===== src/rtl/apb_pkg.sv =====
// apb_pkg: shared APB FSM encoding, response codes and wait-counter width
package apb_pkg;
  typedef enum logic [1:0] {IDLE = 2'd0, SETUP = 2'd1, ACCESS = 2'd2} apb_state_e;
  localparam logic OKAY = 1'b0;
  localparam logic SLVERR = 1'b1;
  localparam int WAIT_W = 4;
endpackage


===== src/rtl/apb_wait_ctr.sv =====
// apb_wait_ctr: loadable down-counter with zero flag that gates Pready
module apb_wait_ctr
  import apb_pkg::*;
(
  input  logic              clk,
  input  logic              rst,
  input  logic              load,
  input  logic              dec,
  input  logic [WAIT_W-1:0] val,
  output logic              zero
);
  logic [WAIT_W-1:0] cnt;
  assign zero = cnt == '0;
  always_ff @(posedge clk)
    if (rst) cnt <= '0;
    else if (load) cnt <= val;
    else if (dec && !zero) cnt <= cnt - 1'b1;
endmodule


===== src/rtl/apb_slave_regfile.sv =====
// apb_slave_regfile: parametrised APB slave register file with wait states and range error
// Optional byte strobes via APB_PSTRB_EN.
module apb_slave_regfile
  import apb_pkg::*;
#(
  parameter int ADDR_W      = 3,
  parameter int DATA_W      = 16,
  parameter int DEPTH       = 8,
  parameter int WAIT_CYCLES = 0
) (
  input  logic              Pclk,
  input  logic              Prst,
  input  logic              Psel,
  input  logic              Penable,
  input  logic              Pwrite,
  input  logic [ADDR_W-1:0] Paddr,
  input  logic [DATA_W-1:0] Pwdata,
`ifdef APB_PSTRB_EN
  input  logic [DATA_W/8-1:0] Pstrb,
`endif
  output logic [DATA_W-1:0] Prdata,
  output logic              Pready,
  output logic              Pslverr
);
  apb_state_e state;
  logic [ADDR_W-1:0] addr_q;
  logic write_q, err_q, zero, in_range, done;
  logic [DATA_W/8-1:0] strb;
  logic [DATA_W-1:0] regs [DEPTH];
`ifdef APB_PSTRB_EN
  assign strb = Pstrb;
`else
  assign strb = '1;
`endif
  assign in_range = {1'b0, Paddr} < (ADDR_W+1)'(DEPTH);
  assign Pready = !Prst && state == ACCESS && zero;
  assign Pslverr = (Pready && err_q) ? SLVERR : OKAY;
  assign done = Psel && Penable && Pready;
  apb_wait_ctr u_ctr (
    .clk  (Pclk),
    .rst  (Prst),
    .load (state == SETUP),
    .dec  (state == ACCESS),
    .val  (WAIT_W'(WAIT_CYCLES)),
    .zero (zero)
  );
  always_ff @(posedge Pclk)
    if (Prst) begin
      state <= IDLE;
      addr_q <= '0;
      write_q <= 1'b0;
      err_q <= 1'b0;
      Prdata <= '0;
      for (int i = 0; i < DEPTH; i++) regs[i] <= '0;
    end else begin
      case (state)
        IDLE: if (Psel && !Penable) state <= SETUP;
        SETUP: begin
          state <= ACCESS;
          addr_q <= Paddr;
          write_q <= Pwrite;
          err_q <= !in_range;
          if (!Pwrite) Prdata <= in_range ? regs[Paddr] : '0;
        end
        ACCESS: begin
          if (!Psel) state <= IDLE;
          else if (zero) state <= !Penable ? SETUP : IDLE;
          // Pwdata is taken on the completing edge; address was latched at SETUP
          if (done && write_q && !err_q)
            for (int b = 0; b < DATA_W/8; b++)
              if (strb[b]) regs[addr_q][8*b +: 8] <= Pwdata[8*b +: 8];
        end
        default: state <= IDLE;
      endcase
    end
endmodule


===== config.mk =====
export PLATFORM = sky130hd
export DESIGN_NAME = apb_slave_regfile
export DESIGN_NICKNAME = d
export VERILOG_FILES = /design/src/rtl/apb_pkg.sv /design/src/rtl/apb_wait_ctr.sv /design/src/rtl/apb_slave_regfile.sv
export SDC_FILE = /design/constraint.sdc
export NUM_CORES = 1
export LEC_CHECK = 0
export ABC_AREA = 1
export CAP_MARGIN = 20
export CORE_MARGIN = 8
export CORE_UTILIZATION = 46
export DETAILED_ROUTE_END_ITERATION = 16
export DONT_BUFFER_PORTS = 1
export PLACE_DENSITY = 0.66
export SETUP_SLACK_MARGIN = 0.05
export SLEW_MARGIN = 0
export SYNTH_ARGS = -nofsm -noshare
export SYNTH_HDL_FRONTEND = slang
export SYNTH_SLANG_ARGS = --single-unit
export TNS_END_PERCENT = 30

===== constraint.sdc =====
create_clock -name Pclk -period 3.6 [get_ports Pclk]
set_clock_uncertainty 0.15 [all_clocks]
set_input_delay 0.36 -clock Pclk [delete_from_list [all_inputs] [get_ports Pclk]]
set_output_delay 0.36 -clock Pclk [all_outputs]
set_load 0.01 [all_outputs]

# Word level (Yosys, flattened, before mapping)

Memories as Yosys holds them, arrays and structs flattened. A register that Yosys moved wholly into a read port is not among the register bits.
Cells that the tools add are included.

Input bits: 24
Memories kept: 1
Output and inout bits: 18
Memory bits (writable): 128
Bits in registers: 10
Word-level logic and storage cells: 41

Reduce and logical (&&, ||, !) cells: 16
Mux-type cells: 14
$add $sub $neg: 1
Bitwise operators: 1
Equality and inequality tests: 4

Memories:

| memory | words | bits a word | read ports | clocked after memory_dff | write ports | RTL line                | RTL |
|---|---|---|---|---|---|---|---|
| regs   | 8     | 16          | 1          | 1                        | 8           | apb_slave_regfile.sv:29 | `logic [DATA_W-1:0] regs [DEPTH];` |

Operators by type and width:

| operator            | number |
|---|---|
| $mux 16             | 1 |
| $reduce_or 16->1    | 1 |
| $mux 1              | 8 |
| $logic_and 1x1->1   | 7 |
| $mux 2              | 3 |
| $pmux 2 s3          | 1 |
| $logic_not 4->1     | 1 |
| $reduce_and 2->1    | 2 |
| $sub 4x1->4 const B | 1 |
| $logic_not 1->1     | 3 |
| $mux 3              | 1 |
| $ne 3x3->1 const B  | 1 |
| $eq 2x1->1 const B  | 1 |
| $eq 2x2->1 const B  | 1 |
| $logic_not 2->1     | 1 |
| $ne 2x2->1 const B  | 1 |
| $reduce_or 2->1     | 1 |
| $not 1->1           | 1 |

# Logic depth before layout (Yosys ltp)

Gate-level depths: netlist of the first run.

Word-level depth: 11
Mapped depth: 8
Depth with buffers taken out: 8

# Hierarchy

A second synthesis of the first run with hierarchy kept.

Cell total of the unflattened synthesis: 811
Area total of the unflattened synthesis: 7129.3 um^2

Modules (own cells, without submodules):

| module            | cells each | area an instance (um^2) | times used | seq. area each (um^2) |
|---|---|---|---|---|
| apb_slave_regfile | 770        | 6855.3                  | 1          | 4284.1 |
| apb_wait_ctr      | 41         | 274.0                   | 1          | 80.1 |

# Least setup slack after synthesis of the first run

No wires, ideal clock.

Path kind: reg2reg
Start point: register u_ctr.cnt[0]
End point: memory regs[2][0] (enable)
Path slack: 1.321 ns
Arrival: 1.758 ns
Stages on the path, launching flop included: 8
Path buffers: 1
Setup time: 0.372 ns
Clock period less this slack: 2.279 ns
Data required time: 3.078 ns
Cells stage by stage: dfxtp_1 inv_1 ha_1 nand3_2 nor2_8 nand4_4 buf_6 nand2_1

RTL lines:

| element                | RTL line                | RTL |
|---|---|---|
| start, declared        | apb_wait_ctr.sv:12      | `logic [WAIT_W-1:0] cnt;` |
| start signal, assigned | apb_wait_ctr.sv:16      | `else if (load) cnt <= val;` |
| start signal, assigned | apb_wait_ctr.sv:17      | `else if (dec && !zero) cnt <= cnt - 1'b1;` |
| end, declared          | apb_slave_regfile.sv:29 |  |

==> results by group, run 1 <==
Min path
  – Critical hold path startpoint: Paddr[2]
  – Hold Crit Class: in2reg

Status
  – Outcome: finished, final reports clean

Timing
  – Post-Route Setup TNS: 0 ns
  – Post-route clock period utilization: 0.7513
  – Final hold violation count: 0
  – Fin. max-slew vios: 0
  – Worst Tran Pin Value: 1.046 ns
  – Fmax: 369.7 MHz
  – RSZ-0062 raised after global routing: false
  – Relative slew slack: 0.3014
  – Min Tclk post-route: 2.705 ns
  – Setup violators final: 0

Logic synthesis
  – Syn_nets: 823
  – Register area share after synthesis: 0.6017
  – Synth cell types: 27
  – Syn Area/Cell: 9.089 um2
  – EDFF count, synth: 128
  – Dominant cell type by area after synthesis: edfxtp_1
  – Syn Inst Count: 798
  – Commonest cells post-synth: nand2_1, edfxtp_1, nor2_1
  – Yosys warns: 0
  – Top_reg_cell synth: edfxtp_1
  – Asr flop ratio synth: 0
  – Top-count cell post-synth: nand2_1
  – Yosys reg bits: 154
  – Top-area cell type share of the netlist area: 0.5299
  – Top cells by area, synth: edfxtp_1, nand2_1, dfxtp_1, nand3_1, nor2_1
  – Mapped Area: 7253 um2

Detailed routing
  – DR pass1 iterations: 6
  – Vias/cell: 5.099
  – DR WL/cell: 18.71 um
  – Drc violations: 0
  – Routed wire length: 19,070 um
  – First DRT Iteration DRCs: 641
  – Vias: 5,196
  – Routed Antenna Nets: 0

Pwr
  – LEAKAGE: 3.558 nW
  – Peak supply drop: 359.4 uV
  – Clock power share: 0.429
  – Sequential Power Share: 0.510
  – Net Sw Power: 0.9186 mW
  – Comb pwr share: 0.061
  – Switching Share: 0.2332
  – Power per Cell Area: 495.6 nW/um2
  – Internal: 3.021 mW

Critical path
  – Startpoint Class: flop
  – Reg2reg end: regs[2][12]
  – CP arrival: 2.62 ns
  – WS Path Type: reg2reg
  – Worst setup path startpoint: u_ctr.cnt[0]
  – CP endpoint: regs[2][12]
  – Worst endpoint required time: 3.51 ns
  – Worst Reg-to-Reg Cells: 6
  – R2R Path Start: u_ctr.cnt[0]
  – Worst reg2reg setup slack: 0.90 ns
  – Crit path max fanout: 17
  – Worst setup EP type: flop

Clocking
  – CTS Buffer Depth: 2
  – Total CTS buffers: 17
  – Clock Latency Late Sink: 0.43 ns
  – CTS tree: built
  – H-tree depth: 4
  – Post-cts resize count: 0
  – Root Driver: clkbuf_16
  – Clk sinks: 154
  – Post-CTS Setup Inserts: 0
  – CTS clk-pin slew, worst paths: 0.06 ns

Global routing
  – Grt total ovfl: 0
  – GRT Overall Usage: 0.1990
  – Largest net degree at the start of global routing: 67
  – Initial antenna violation count: 0
  – Global-route wire length before repair: 28,680 um
  – Vias in the first global route: 4,872

Final layout
  – Filler cell count: 1,462
  – Inserted Diodes: 0
  – Post-Layout Cell Count: 1,019
  – Area growth syn-to-layout: 9.591%
  – Layout cells sized above 1: 0.07597
  – # nets final: 815

Die
  – # rows: 46
  – I/O pin cnt: 42
  – Width of the die: 141.6 um
  – Core box area: 15,660 um2
  – DIE AREA: 20,040 um2
  – Initial Util: 0.4633
  – Die height: 141.6 um

Place
  – RePlAce Congestion: 0.8594
  – Dpl hpwl: 12,470 um
  – DP Cell Count: 980
  – PortBufs: 0

Job
  – Max Cap Viol: 0
-- power by group through the flow --
stage / clock, mW / combinational (mW) / sequential (mW)
after floorplan: 0 / 0.174 / 2.03
after global placement: 0 / 0.231 / 2.04
after detailed placement: 0 / 0.232 / 2.04
after CTS: 1.70 / 0.240 / 2.01
after global routing: 1.78 / 0.266 / 2.01
final: 1.69 / 0.242 / 2.01
-- how the worst min path moves through the flow --
stage	endpoint	slack, ns	cells past startpoint
floorplan	state[0]	0.29	1
global placement	state[0]	0.29	1
detailed placement	state[0]	0.29	1
CTS	Prdata[10]	0.006	3
global route	Prdata[10]	0.008	3
finish	Prdata[10]	0.01	3
-- state kept, by name (all words and copies together), names as in the netlist --
signal,count
regs,128
Prdata,16
u_ctr.cnt,4
addr_q,3
state,2
write_q,1
-- logic make-up after synthesis --
group,after synthesis,synth area share
simple gates,466,0.2908
buf+inv,165,0.09746
flops,154,0.6017
compound gates,11,0.007763
fa+ha+maj,1,0.001725
other cells,1,0.0005170
-- repair_timing --
item | 4_1_cts | 5_1_grt
endpoints found under the setup margin | 0 | 0
endpoints found under the hold margin | 8 | 0
hold buffers | 7 | 0
-- metrics by stage --
step / power (mW) / hold slack, ns / utilization / worst slack [ns] / area (um2)
6_report: 3.939 / 0.01409 / 0.5078 / 0.8954 / 7949
5_1_grt: 4.055 / 0.007728 / 0.5078 / 0.6825 / 7949
4_1_cts: 3.950 / 0.006029 / 0.5078 / 0.8765 / 7949
3_5_place_dp: 2.277 / 0.2932 / 0.4673 / 0.8871 / 7316
3_3_place_gp: 2.274 / 0.2921 / 0.4673 / 0.9527 / 7316
2_1_floorplan: 2.206 / 0.2880 / - / 1.321 / 7253
-- critical path: stages (launching register included) --
cell and delay, ns:
dfxtp_1 0.31, inv_1 0.10, ha_1 0.22, nand3_2 0.16, nor2_8 0.37, nand4_4 0.37
nand2_1 0.65
-- placed cells by master (no fill, tap or decap) --
cell / n
inv_2: 5
dlygate4sd3_1: 7
nand3_1: 99
nand4_4: 8
clkbuf_1: 4
ha_1: 1
clkinvlp_4: 3
or2_2: 1
nand3_2: 1
buf_4: 2
nand2_1: 216
nor2_4: 2
clkbuf_8: 1
clkinv_2: 2
clkbuf_16: 19
edfxtp_1: 128
conb_1: 1
inv_1: 123
clkinv_4: 2
nor4_1: 1
o21ai_0: 4
nor2_1: 124
or2_4: 1
nand2_4: 1
nor2_2: 10
o22ai_1: 1
clkinv_1: 1
a21oi_1: 6
inv_6: 1
nor2_8: 2
dfxtp_1: 26
-- layer usage --
metal,routed length (um),global-route usage,vias up
met5,0,0,-
met1,7986,0.2597,2443
met2,8928,0.3070,225
met4,318,0.06388,0
li1,-,-,2498
met3,1834,0.06552,30
-- area by class of cell --
type,instances,area (um2),share of cell area
Clock buffer,24,504.2,0.06343
Inverter,129,484.2,0.06092
Tap cell,216,270.3,0.03400
Multi-Input combinational cell,479,2182,0.2745
Timing Repair Buffer,9,85.08,0.01070
Sequential cell,154,4364,0.5490
Clock inverter,8,58.81,0.007398
Note: power is estimated with default switching activity, not from simulation.
==> inputs of run 2 (changes only) <==
--- a/config.mk
+++ b/config.mk
@@ -11,7 +11,7 @@
 export CORE_UTILIZATION = 46
 export DETAILED_ROUTE_END_ITERATION = 16
 export DONT_BUFFER_PORTS = 1
-export PLACE_DENSITY = 0.66
+export PLACE_DENSITY = 0.68
 export SETUP_SLACK_MARGIN = 0.05
 export SLEW_MARGIN = 0
 export SYNTH_ARGS = -nofsm -noshare
==> constraint.sdc (replaced) <==
create_clock -name Pclk -period 2.35 [get_ports Pclk]
set_clock_uncertainty 0.15 [all_clocks]
set_input_delay 0.235 -clock Pclk [delete_from_list [all_inputs] [get_ports Pclk]]
set_output_delay 0.235 -clock Pclk [all_outputs]
set_load 0.01 [all_outputs]
==> run 2 against run 1 <==
Total power increased by 55%. Highest routed layer unchanged. Count of clock-buffer cells in the layout down 3. Largest cell class unchanged. First-iteration DRC count down 18%.
==> results by group, run 2 (synthesis results as in run 1) <==
Pwr
  – Peak supply drop: 563.1 uV (was 359.4 uV)
  – Final Power: 6.122 mW (was 3.939 mW)
  – Power per Cell Area: 745.5 nW/um2 (was 495.6 nW/um2)
  – LEAKAGE: 3.704 nW (was 3.558 nW)

Timing
  – Post-route clock period utilization: 0.9372
  – Post-Route Setup TNS: 0 ns (unchanged)
  – Relative slew slack: 0.3481 (was 0.3014)
  – Final worst slack: 0.1475 ns (was 0.8954 ns)
  – Fmax: 454.0 MHz
  – Min Tclk post-route: 2.202 ns
  – Worst Tran Pin Value: 0.9747 ns (was 1.046 ns)
  – Setup violators final: 0 (unchanged)
  – Hold WS: 0.005143 ns (was 0.01409 ns)
  – RSZ-0062 raised after global routing: false (unchanged)
  – Fin. max-slew vios: 0 (unchanged)
  – Final hold violation count: 0 (unchanged)

Detailed routing
  – WL met2: 8453 um (was 8928 um)
  – Vias: 5,245 (was 5,196)
  – DR WL/cell: 17.01 um (was 18.71 um)
  – Drc violations: 0 (unchanged)
  – Routed wire length: 17,830 um (was 19,070 um)
  – Met1 Routed Length: 7646 um (was 7986 um)
  – Highest metal used: met4 (unchanged)
  – Vias/cell: 5.005 (was 5.099)
  – DR pass1 iterations: 5 (was 6)
  – Routed Antenna Nets: 0 (unchanged)
  – First DRT Iteration DRCs: 528 (was 641)
  – Metal3 WL: 1387 um (was 1834 um)

Place
  – RePlAce Congestion: 0.7827 (was 0.8594)
  – Pre-CTS setup slack: 0.2785 ns (was 0.8871 ns)
  – Area after DPL: 7521 um2 (was 7316 um2)
  – Dpl hpwl: 11,380 um (was 12,470 um)
  – DP Cell Count: 1,004 (was 980)
  – PortBufs: 0 (unchanged)

Min path
  – Critical hold path startpoint: Paddr[1] (was Paddr[2])
  – Hold Path End: Prdata[10] (unchanged)
  – Cells on Worst Hold Path: 4 (was 3)
  – Hold Crit Class: in2reg (unchanged)

Clocking
  – Clk sinks: 154 (unchanged)
  – Total CTS buffers: 17 (unchanged)
  – Root Driver: clkbuf_16 (unchanged)
  – CTS tree: built (unchanged)
  – CTS Buffer Depth: 2 (unchanged)
  – CTS clk-pin slew, worst paths: 0.06 ns (about the same)
  – H-tree depth: 4 (unchanged)
  – Clock Latency Late Sink: 0.42 ns (was 0.43 ns)
  – Post-CTS Setup Inserts: 0 (unchanged)

Critical path
  – Startpoint Class: primary input (was flop)
  – Worst reg2reg setup slack: 0.19 ns (was 0.90 ns)
  – Worst Reg-to-Reg Cells: 6 (unchanged)
  – Crit path max fanout: 18 (was 17)
  – R2R Path Start: state[0] (was u_ctr.cnt[0])
  – Worst endpoint required time: 2.56 ns (was 3.51 ns)
  – CP arrival: 2.42 ns (was 2.62 ns)
  – WS Path Type: in2reg (was reg2reg)
  – Reg2reg end: Prdata[9] (was regs[2][12])
  – Worst setup EP type: flop (unchanged)

Final layout
  – Multi-input logic area: 2182 um2 (unchanged)
  – Final Instance Area: 8212 um2 (was 7949 um2)
  – Inserted Diodes: 0 (unchanged)
  – Fin util: 0.5245 (was 0.5078)
  – Top reg by flops: regs (unchanged)
  – Area growth syn-to-layout: 13.21% (was 9.591%)
  – Commonest non-fill, non-tap cell in the layout: nand2_1 (unchanged)
  – Filler cell count: 1,451 (was 1,462)
  – Most frequent cells in the layout: nand2_1, edfxtp_1, nor2_1 (unchanged)
  – Post-Layout Cell Count: 1,048 (was 1,019)
  – # nets final: 844 (was 815)
  – Max FFs per register: 128 (unchanged)
  – Register area: 4364 um2 (unchanged)
  – Largest regs: regs: 128 flops, Prdata: 16 flops, u_ctr.cnt: 4 flops (unchanged)
  – Layout cells sized above 1: 0.1022 (was 0.07597)

Global routing
  – Initial antenna violation count: 0 (unchanged)
  – Vias in the first global route: 5,002 (was 4,872)
  – Largest net degree at the start of global routing: 65 (was 67)
  – Global-route wire length before repair: 28,120 um (was 28,680 um)
  – Grt total ovfl: 0 (unchanged)
  – GRT Overall Usage: 0.1848 (was 0.1990)

Job
  – Max Cap Viol: 0 (unchanged)

Die
  – Core box area: 15,660 um2 (unchanged)
  – Die height: 141.6 um (unchanged)
  – Initial Util: 0.4633 (unchanged)
  – I/O pin cnt: 42 (unchanged)
  – Width of the die: 141.6 um (unchanged)
  – DIE AREA: 20,040 um2 (unchanged)
  – # rows: 46 (unchanged)

Status
  – Outcome: finished, final reports clean (unchanged)
[run 2: cell count changes in the layout (fill, tap and decap cells not counted), sizes merged]
cell,previous run,this run
inv,129,130
clkinvlp,3,2
buf,2,26
dlygate4sd3,7,12
bufinv,0,2
clkbuf,24,21
clkinv,5,6
[run 2: layout make-up]
cell class	instances	share of cell area
clock inverters	11	0.01463
repair buffers	38	0.04144
flip-flops and latches	154	0.5315
well taps	216	0.03291
clock buffers	21	0.05485
inverters	129	0.05897
multi-input cells	479	0.2657
[run 2: worst max-delay path by stage]
stage / start / to / slack, ns
3_5_place_dp: u_ctr.cnt[0] / regs[0][14] / 0.28
6_report: Paddr[1] / Prdata[9] / 0.15
5_1_grt: state[0] / Prdata[9] / 0.09
2_1_floorplan: u_ctr.cnt[0] / regs[2][0] / 0.07
3_3_place_gp: u_ctr.cnt[0] / regs[0][6] / 0.31
4_1_cts: state[0] / Prdata[9] / 0.20
[run 2: metal layers]
metal	global-route usage	vias to the layer above
met5	0	-
met4	0.06331	0
met3	0.04603	35
met2	0.2898	214
met1	0.2452	2440
li1	-	2556
[run 2: timing repair]
| action | CTS | global route |
|---|---|---|
| resized for setup | 0 | 0 |
| hold endpoints to repair | 21 | 0 |
| setup endpoints to repair | 0 | 0 |
| hold buffers | 12 | 0 |
[run 2: where the power goes]
group          internal (mW)  switching (mW)
Clock                   1.59            1.08
Sequential              3.03          0.0356
Combinational          0.114           0.276
[run 2: worst max-delay path: stages]
cell and delay [ns]:
dlygate4sd3_1 1.17, nand3_1 0.17, nand3_1 0.13, nand3_1 0.08, dlygate4sd3_1 0.56, nand2_1 0.05
